`src/rtl/phy_pkg.sv`:
```
// Shared constants, widths and FSM encoding for the PHY TX/RX lane schedulers.
package phy_pkg;

  localparam int CNT_W = 4;
  localparam int CH_W  = 2;

  localparam logic [7:0] COMMA    = 8'hBC;
  localparam logic [7:0] SOC_BASE = 8'hF0;

  localparam logic [1:0] ST_TRAIN = 2'd0;
  localparam logic [1:0] ST_IDLE  = 2'd1;
  localparam logic [1:0] ST_BURST = 2'd2;

  typedef enum logic [1:0] {
    TRAIN = ST_TRAIN,
    IDLE  = ST_IDLE,
    BURST = ST_BURST
  } state_e;

  // Payload bytes that collide with link control symbols.
  function automatic logic is_reserved(input logic [7:0] b, input int n_ch,
                                       input logic [7:0] comma, input logic [7:0] soc_base);
    int v;
    int base;
    v    = int'(b);
    base = int'(soc_base);
    return (b == comma) || ((v >= base) && (v < base + n_ch));
  endfunction

endpackage

```
`src/rtl/phy_tx_lane_scheduler_if.sv`:
```
// FIFO-side request/pop signals and serializer-side byte slot of the TX lane scheduler.
interface phy_tx_lane_scheduler_if #(
  parameter int N_CH = 4
);

  logic [N_CH-1:0]   req_valid;
  logic [8*N_CH-1:0] req_data;
  logic [N_CH-1:0]   req_pop;
  logic              ser_ready;
  logic [7:0]        ser_data;
  logic              ser_valid;

  modport master (
    input  req_valid, req_data, ser_ready,
    output req_pop, ser_data, ser_valid
  );

  modport slave (
    output req_valid, req_data, ser_ready,
    input  req_pop, ser_data, ser_valid
  );

endinterface

```
`src/rtl/rr_pick.sv`:
```
// Combinational round-robin picker: first set request at or after start_i, with wrap.
module rr_pick
  import phy_pkg::*;
#(
  parameter int N = 4
) (
  input  logic [N-1:0]    req_i,
  input  logic [CH_W-1:0] start_i,
  output logic [N-1:0]    gnt_o,
  output logic [CH_W-1:0] idx_o,
  output logic            any_o
);

  logic [CH_W-1:0] pos [N];

  function automatic logic [CH_W-1:0] wrap_add(input logic [CH_W-1:0] base, input int ofs);
    int s;
    s = int'(base) + ofs;
    if (s >= N) s = s - N;
    return CH_W'(s);
  endfunction

  generate
    for (genvar gi = 0; gi < N; gi++) begin : g_pos
      assign pos[gi]   = wrap_add(start_i, gi);
      assign gnt_o[gi] = any_o && (idx_o == CH_W'(gi));
    end
  endgenerate

  // Scan from the farthest offset down so the nearest request wins.
  always_comb begin
    idx_o = '0;
    any_o = 1'b0;
    for (int i = N - 1; i >= 0; i--) begin
      if (req_i[pos[i]]) begin
        idx_o = pos[i];
        any_o = 1'b1;
      end
    end
  end

endmodule

```
`src/rtl/phy_tx_lane_scheduler.sv`:
```
// Shares one PHY TX byte slot among N_CH FIFOs: comma training, then round-robin SOC-framed bursts.
module phy_tx_lane_scheduler
  import phy_pkg::*;
#(
  parameter int         N_CH         = 4,
  parameter int         BURST_LEN    = 4,
  parameter int         TRAIN_LEN    = 4,
  parameter logic [7:0] COMMA_SYM    = COMMA,
  parameter logic [7:0] SOC_SYM_BASE = SOC_BASE
) (
  input  logic                     clk,
  input  logic                     reset,
  input  logic                     enable_i,
  phy_tx_lane_scheduler_if.master  lane_if,
  output logic                     active_o,
  output logic [CH_W-1:0]          grant_ch_o,
  output logic                     err_reserved_o
);

  state_e            state_q, state_d;
  logic [CNT_W-1:0]  train_cnt_q, train_cnt_d;
  logic [CNT_W-1:0]  burst_cnt_q, burst_cnt_d;
  logic [CH_W-1:0]   rr_ptr_q, rr_ptr_d;
  logic [CH_W-1:0]   grant_ch_q, grant_ch_d;
  logic [N_CH-1:0]   grant_oh_q, grant_oh_d;
  logic [7:0]        ser_data_q, ser_data_d;
  logic              ser_valid_q, ser_valid_d;
  logic              active_q, active_d;
  logic              err_q, err_d;

  logic [7:0]        lane_data   [N_CH];
  logic [7:0]        lane_masked [N_CH];
  logic [7:0]        head_byte;
  logic              head_valid;
  logic              burst_more;
  logic [CH_W-1:0]   next_ch;
  logic [CH_W-1:0]   pick_start;
  logic [CH_W-1:0]   pick_idx;
  logic [N_CH-1:0]   pick_gnt;
  logic              pick_any;
  logic              do_arb;
  logic [N_CH-1:0]   pop;
  logic [CNT_W-1:0]  train_inc;

  // Head byte of the granted lane via a one-hot AND-OR mux.
  generate
    for (genvar gi = 0; gi < N_CH; gi++) begin : g_lane
      assign lane_data[gi]   = lane_if.req_data[8*gi +: 8];
      assign lane_masked[gi] = lane_data[gi] & {8{grant_oh_q[gi]}};
    end
  endgenerate

  always_comb begin
    head_byte = '0;
    for (int i = 0; i < N_CH; i++) begin
      head_byte = head_byte | lane_masked[i];
    end
  end

  assign head_valid = |(lane_if.req_valid & grant_oh_q);
  assign burst_more = head_valid && (burst_cnt_q < CNT_W'(BURST_LEN));
  assign next_ch    = (grant_ch_q == CH_W'(N_CH - 1)) ? '0 : grant_ch_q + 1'b1;
  // A burst that ends re-arbitrates in the same slot starting past its own channel.
  assign pick_start = (state_q == BURST) ? next_ch : rr_ptr_q;
  assign train_inc  = train_cnt_q + 1'b1;

  rr_pick #(
    .N (N_CH)
  ) u_rr_pick (
    .req_i   (lane_if.req_valid),
    .start_i (pick_start),
    .gnt_o   (pick_gnt),
    .idx_o   (pick_idx),
    .any_o   (pick_any)
  );

  always_comb begin
    state_d     = state_q;
    train_cnt_d = train_cnt_q;
    burst_cnt_d = burst_cnt_q;
    rr_ptr_d    = rr_ptr_q;
    grant_ch_d  = grant_ch_q;
    grant_oh_d  = grant_oh_q;
    ser_data_d  = ser_data_q;
    ser_valid_d = ser_valid_q;
    active_d    = active_q;
    err_d       = err_q;
    pop         = '0;
    do_arb      = 1'b0;

    if (lane_if.ser_ready && !reset) begin
      case (state_q)
        TRAIN: begin
          ser_data_d  = COMMA_SYM;
          ser_valid_d = 1'b0;
          if (enable_i) begin
            train_cnt_d = train_inc;
            if (train_inc == CNT_W'(TRAIN_LEN)) begin
              state_d  = IDLE;
              active_d = 1'b1;
            end
          end else begin
            train_cnt_d = '0;
          end
        end
        IDLE, BURST: begin
          if (!enable_i) begin
            ser_data_d  = COMMA_SYM;
            ser_valid_d = 1'b0;
            state_d     = TRAIN;
            train_cnt_d = '0;
            active_d    = 1'b0;
          end else if (state_q == BURST && burst_more) begin
            ser_data_d  = head_byte;
            ser_valid_d = 1'b1;
            pop         = grant_oh_q;
            burst_cnt_d = burst_cnt_q + 1'b1;
            if (is_reserved(head_byte, N_CH, COMMA_SYM, SOC_SYM_BASE)) err_d = 1'b1;
          end else begin
            if (state_q == BURST) rr_ptr_d = next_ch;
            do_arb = 1'b1;
          end
        end
        default: begin
          state_d = TRAIN;
        end
      endcase

      if (do_arb) begin
        if (pick_any) begin
          ser_data_d  = SOC_SYM_BASE + {{(8 - CH_W){1'b0}}, pick_idx};
          ser_valid_d = 1'b1;
          grant_ch_d  = pick_idx;
          grant_oh_d  = pick_gnt;
          burst_cnt_d = '0;
          state_d     = BURST;
        end else begin
          ser_data_d  = COMMA_SYM;
          ser_valid_d = 1'b0;
          state_d     = IDLE;
        end
      end
    end else if (state_q == TRAIN && !enable_i) begin
      train_cnt_d = '0;
    end
  end

  always_ff @(posedge clk) begin
    if (reset) begin
      state_q     <= TRAIN;
      train_cnt_q <= '0;
      burst_cnt_q <= '0;
      rr_ptr_q    <= '0;
      grant_ch_q  <= '0;
      grant_oh_q  <= N_CH'(1);
      ser_data_q  <= COMMA_SYM;
      ser_valid_q <= 1'b0;
      active_q    <= 1'b0;
      err_q       <= 1'b0;
    end else begin
      state_q     <= state_d;
      train_cnt_q <= train_cnt_d;
      burst_cnt_q <= burst_cnt_d;
      rr_ptr_q    <= rr_ptr_d;
      grant_ch_q  <= grant_ch_d;
      grant_oh_q  <= grant_oh_d;
      ser_data_q  <= ser_data_d;
      ser_valid_q <= ser_valid_d;
      active_q    <= active_d;
      err_q       <= err_d;
    end
  end

  assign lane_if.req_pop   = pop;
  assign lane_if.ser_data  = ser_data_q;
  assign lane_if.ser_valid = ser_valid_q;
  assign active_o          = active_q;
  assign grant_ch_o        = grant_ch_q;
  assign err_reserved_o    = err_q;

endmodule
```
`src/flat_wrapper.sv`:
```
// flat-port wrapper written by rule: the top's interface ports become plain ports
module phy_tx_lane_scheduler_flat import phy_pkg::*;
#(
  parameter int         N_CH         = 4,
  parameter int         BURST_LEN    = 4,
  parameter int         TRAIN_LEN    = 4,
  parameter logic [7:0] COMMA_SYM    = COMMA,
  parameter logic [7:0] SOC_SYM_BASE = SOC_BASE
)
  (clk, reset, enable_i, active_o, grant_ch_o, err_reserved_o, lane_if_req_valid, lane_if_req_data, lane_if_ser_ready, lane_if_req_pop, lane_if_ser_data, lane_if_ser_valid);
  phy_tx_lane_scheduler_if #(.N_CH(N_CH)) lane_if_i ();
  input  logic clk;
  input  logic reset;
  input  logic enable_i;
  output logic active_o;
  output logic [CH_W-1:0] grant_ch_o;
  output logic err_reserved_o;
  input wire logic [$bits(lane_if_i.req_valid)-1:0] lane_if_req_valid;
  input wire logic [$bits(lane_if_i.req_data)-1:0] lane_if_req_data;
  input wire logic [$bits(lane_if_i.ser_ready)-1:0] lane_if_ser_ready;
  output wire logic [$bits(lane_if_i.req_pop)-1:0] lane_if_req_pop;
  output wire logic [$bits(lane_if_i.ser_data)-1:0] lane_if_ser_data;
  output wire logic [$bits(lane_if_i.ser_valid)-1:0] lane_if_ser_valid;
  assign lane_if_i.req_valid = lane_if_req_valid;
  assign lane_if_i.req_data = lane_if_req_data;
  assign lane_if_i.ser_ready = lane_if_ser_ready;
  assign lane_if_req_pop = lane_if_i.req_pop;
  assign lane_if_ser_data = lane_if_i.ser_data;
  assign lane_if_ser_valid = lane_if_i.ser_valid;
  phy_tx_lane_scheduler #(.N_CH(N_CH), .BURST_LEN(BURST_LEN), .TRAIN_LEN(TRAIN_LEN), .COMMA_SYM(COMMA_SYM), .SOC_SYM_BASE(SOC_SYM_BASE)) u_core (.clk(clk), .reset(reset), .enable_i(enable_i), .lane_if(lane_if_i), .active_o(active_o), .grant_ch_o(grant_ch_o), .err_reserved_o(err_reserved_o));
endmodule
```
`config.mk`:
```
export PLATFORM = sky130hd
export DESIGN_NAME = phy_tx_lane_scheduler_flat
export DESIGN_NICKNAME = d
export VERILOG_FILES = /design/src/rtl/phy_pkg.sv /design/src/rtl/phy_tx_lane_scheduler_if.sv /design/src/rtl/rr_pick.sv /design/src/rtl/phy_tx_lane_scheduler.sv /design/src/flat_wrapper.sv
export SDC_FILE = /design/constraint.sdc
export NUM_CORES = 1
export LEC_CHECK = 0
export CAP_MARGIN = 20
export CORE_ASPECT_RATIO = 0.6
export CORE_MARGIN = 4
export CORE_UTILIZATION = 39
export DETAILED_ROUTE_END_ITERATION = 10
export PLACE_DENSITY = 0.82
export SLEW_MARGIN = 20
export SYNTH_ARGS = -nofsm -noshare
export SYNTH_HDL_FRONTEND = slang
export SYNTH_SLANG_ARGS = --single-unit
```
`constraint.sdc`:
```
create_clock -name clk -period 2.3 [get_ports clk]
set_input_delay 0.345 -clock clk [delete_from_list [all_inputs] [get_ports clk]]
set_output_delay 0.345 -clock clk [all_outputs]
set_load 0.01 [all_outputs]
```
==> results.yml <==
run:
  drv_cap: 0
clock_network:
  htree_levels: 2
  clock_path_buffers: 2
  insertion_delay_ns: 0.29
  cts_sinks: 29
  clk_pin_slew_worst_paths_ns: 0.07
  cts_tree: "built"
  cts_inserted_buffers: 5
  clockRootBuffer: "clkbuf_8"
  hold_buffers: 0
worst_setup_path:
  worstPathMaxFanout: 6
  cpPeakStageDelay_ns: 0.43
  path_buf_inv: 3
  endpoint_kind: "flip-flop"
  crit_type: "flip-flop to flip-flop"
  path_cells: "inv_2 > ha_4 > buf_4 > buf_4 > mux2i_4 > nor4bb_4 > a211oi_2 > and2_4 > a32o_1"
  cp.arrival_ns: 2.34
  cp_slowest_cell: "nor4bb_4"
  crit_start: "u_core.state_q[0]"
  timing.rr.start: "u_core.state_q[0]"
  path_delay_family: "simple AND/OR/NAND/NOR gates"
  crit_top_cell: "buf_4"
  startpoint_type: "flip-flop"
  critical_path_required_ns: 2.48
synth:
  yosysWarnings: 0
  syn_nets: 252
  synthArstFlopShare_pct: 0
  syn_area_sq_mm: 0.00173
  synthFlopType: "dfxtp_1"
  synth_area_leaders: "dfxtp_1 34%, ha_1 6.5%, a21oi_1 4.0%"
  syn_inst: 203
  avgSynthCellArea_sq_um: 8.54
  yosysTopAreaCellShare_pct: 33.5
  synth-seq-area-share_pct: 33.5
  ys_ff_latch: 29
  synth-edff-count: 0
  ys_types: 48
  yosysTopAreaCell: "dfxtp_1"
sta:
  fin_crit_sh_pct: 94.1
  timing.setup.tns_ns: 0
  tightest_slew_ns: 0.535
  max_freq_ghz: 0.462
  maxSlewHeadroom_pct: 64.0
  setup_viol: 0
  period_minus_slack_ns: 2.16
  finalHoldViolations: 0
  skew_ns: 0.00722
  slew_viol_final: 0
  rsz0062_at_grt: "no"
hold_path:
  min_from: "u_core.lane_if.ser_data[6]"
  hold_class: "flip-flop to flip-flop"
floorplan:
  initial_core_util_pct: 41.4
  die_area_sq_mm: 0.00561
  ioPinCount: 57
  die_x_um: 94.1
  core-area_sq_mm: 0.00419
  die_h_um: 59.6
  rows: 18
cells_and_area:
  area_delta_synth_final_pct: 58.4
  n_antenna_cell: 0
  final_layout_size_suffix_gt1_share_pct: 23.0
  design_area_sq_mm: 0.00275
  nNetsFinal: 335
  fin_util_pct: 65.5
global_routing:
  grt-busiest-layer: "met2"
  met1_usage_pct: 30.6
  antenna_found_initial: 0
  grt-ovfl-total: 0
  gr-usage-met2_pct: 31.7
  grt_pass1_wl_mm: 9.27
  grt_pass1_vias: 1867
  grt_usage_pct: 21.5
  grt_max_degree: 25
  use_met3_pct: 6.85
route:
  firstDrtPassIters: 5
  drtAntennaViolNets: 0
  drc: 0
  vias: 1971
  drtIter0Drc: 193
  wl_mm: 5.78
  wl_per_cell_um: 16.6
  vias_per_cell: 5.68
power_and_ir_drop:
  powerDensity_mw_per_mm2: 416
  p_leak_uw: 0.00107
  vdd_drop_max_mv: 0.297
placement:
  port_buffers: 56
  placed_area_sq_mm: 0.00253
  dp_hpwl_mm: 4.19
  gp_congestion: 0.897
run_status:
  outcome: "complete, no violations"
[final timing paths]
path,end,slack (ns),depth (start not counted)
hold reg to reg,u_core.lane_if.ser_data[6],0.46,2
setup / recovery,u_core.grant_oh_q[2],0.14,9
setup reg to reg,u_core.grant_oh_q[2],0.14,9
hold / removal,u_core.lane_if.ser_data[6],0.46,2
[layer usage]
| metal | wire length [um] | part of all wire (%) | up-vias |
|---|---|---|---|
| met5 | 0 | 0 | - |
| met4 | 18 | 0.31 | 0 |
| met3 | 612 | 11 | 4 |
| met2 | 2430 | 42 | 119 |
| met1 | 2720 | 47 | 903 |
| li1 | - | - | 945 |
[cell families after synthesis]
group,after synthesis,synth area share [%]
adders and majority gates,9,6.50
DFF,29,33.5
AOI/OAI and AO/OA,66,27.7
buffers and inverters,15,3.32
muxes,7,4.91
and+or+nand+nor,76,23.5
xor gates and xnor gates,1,0.506
[worst reg2reg max path, cell delays in order (launching register included)]
cell and delay (ns):
dfxtp_2 0.32, inv_2 0.07, ha_4 0.14, buf_4 0.10, buf_4 0.12, mux2i_4 0.31, nor4bb_4 0.43, a211oi_2 0.13
and2_4 0.20, a32o_1 0.24
[cells in the mapped netlist (all sizes together) (2+ instances only)]
cell	instances
nor4	3
mux2	2
nor2	19
nor2b	2
mux2i	5
a31oi	4
o2111ai	2
o21ai	7
nor3	9
and3	3
nand2	14
nand2b	3
and2	6
a32o	3
a221oi	6
a22oi	8
o31a	3
inv	6
a211oi	3
a21oi	14
nand4	3
nand3	6
a22o	7
dfxtp	29
clkbuf	8
ha	9
nor3b	2
o31ai	2
[layout by cell type, fill, tap and decap left out, types with 2 or more instances in the layout]
cell             count
clkdlybuf4s50_1     52
buf_4               28
dfxtp_1             27
nor2_1              18
nand2_1             14
a21oi_1             14
nor3_1               9
a22oi_1              8
o21ai_0              7
ha_1                 7
clkbuf_8             7
a22o_1               6
a221oi_1             6
nand3_1              6
inv_1                4
a31oi_1              4
mux2i_1              4
nand2b_1             3
and2_4               3
and2_1               3
and3_1               3
nand4_1              3
o31a_1               3
a32o_1               3
buf_6                3
inv_2                2
nor4_2               2
nor2b_1              2
a211oi_1             2
mux2_2               2
o31ai_1              2
ha_4                 2
dfxtp_2              2
[metrics by stage]
stage / instances / hold WS [ns] / power (uW) / setup WS (ns)
final: 347 / 0.460 / 1140 / 0.136
after global routing: 347 / 0.477 / 1180 / 0.0283
after CTS: 348 / 0.465 / 1150 / -0.0413
after detailed placement: 336 / 0.456 / 675 / -0.140
after global placement: 336 / 0.450 / 673 / -0.0714
after floorplan: 203 / 0.453 / 572 / 0.252
[power by group]
part           total [uW]  switching, uW  internal, uW
Clock                 469            199           270
Sequential            509           3.08           506
Combinational         162           65.5          96.9
Total                1140            268           873
[final cells by class]
type | instances | area [sq um]
fillers | 347 | 1440
clock buffers | 7 | 96.3
well taps | 60 | 75.1
clock inverters | 1 | 5.00
multi-input cells | 159 | 1190
repair buffers | 85 | 774
inverters | 6 | 22.5
flip-flops and latches | 29 | 583
[what timing repair did]
item / 4_1_cts / 5_1_grt
setup buffers: 4 / 0
setup endpoints to repair: 4 / 9
resized for setup: 18 / 18
pin swaps: 2 / 5
[flip-flops by register name (all words and copies together) (netlist names)]
signal                    flops
u_core.active_o               1
u_core.burst_cnt_q            4
u_core.err_reserved_o         1
u_core.grant_ch_o             2
u_core.grant_oh_q             4
u_core.lane_if.ser_data       8
u_core.lane_if.ser_valid      1
u_core.rr_ptr_q               2
u_core.state_q                2
u_core.train_cnt_q            4
(Power assumes the default switching activity.)
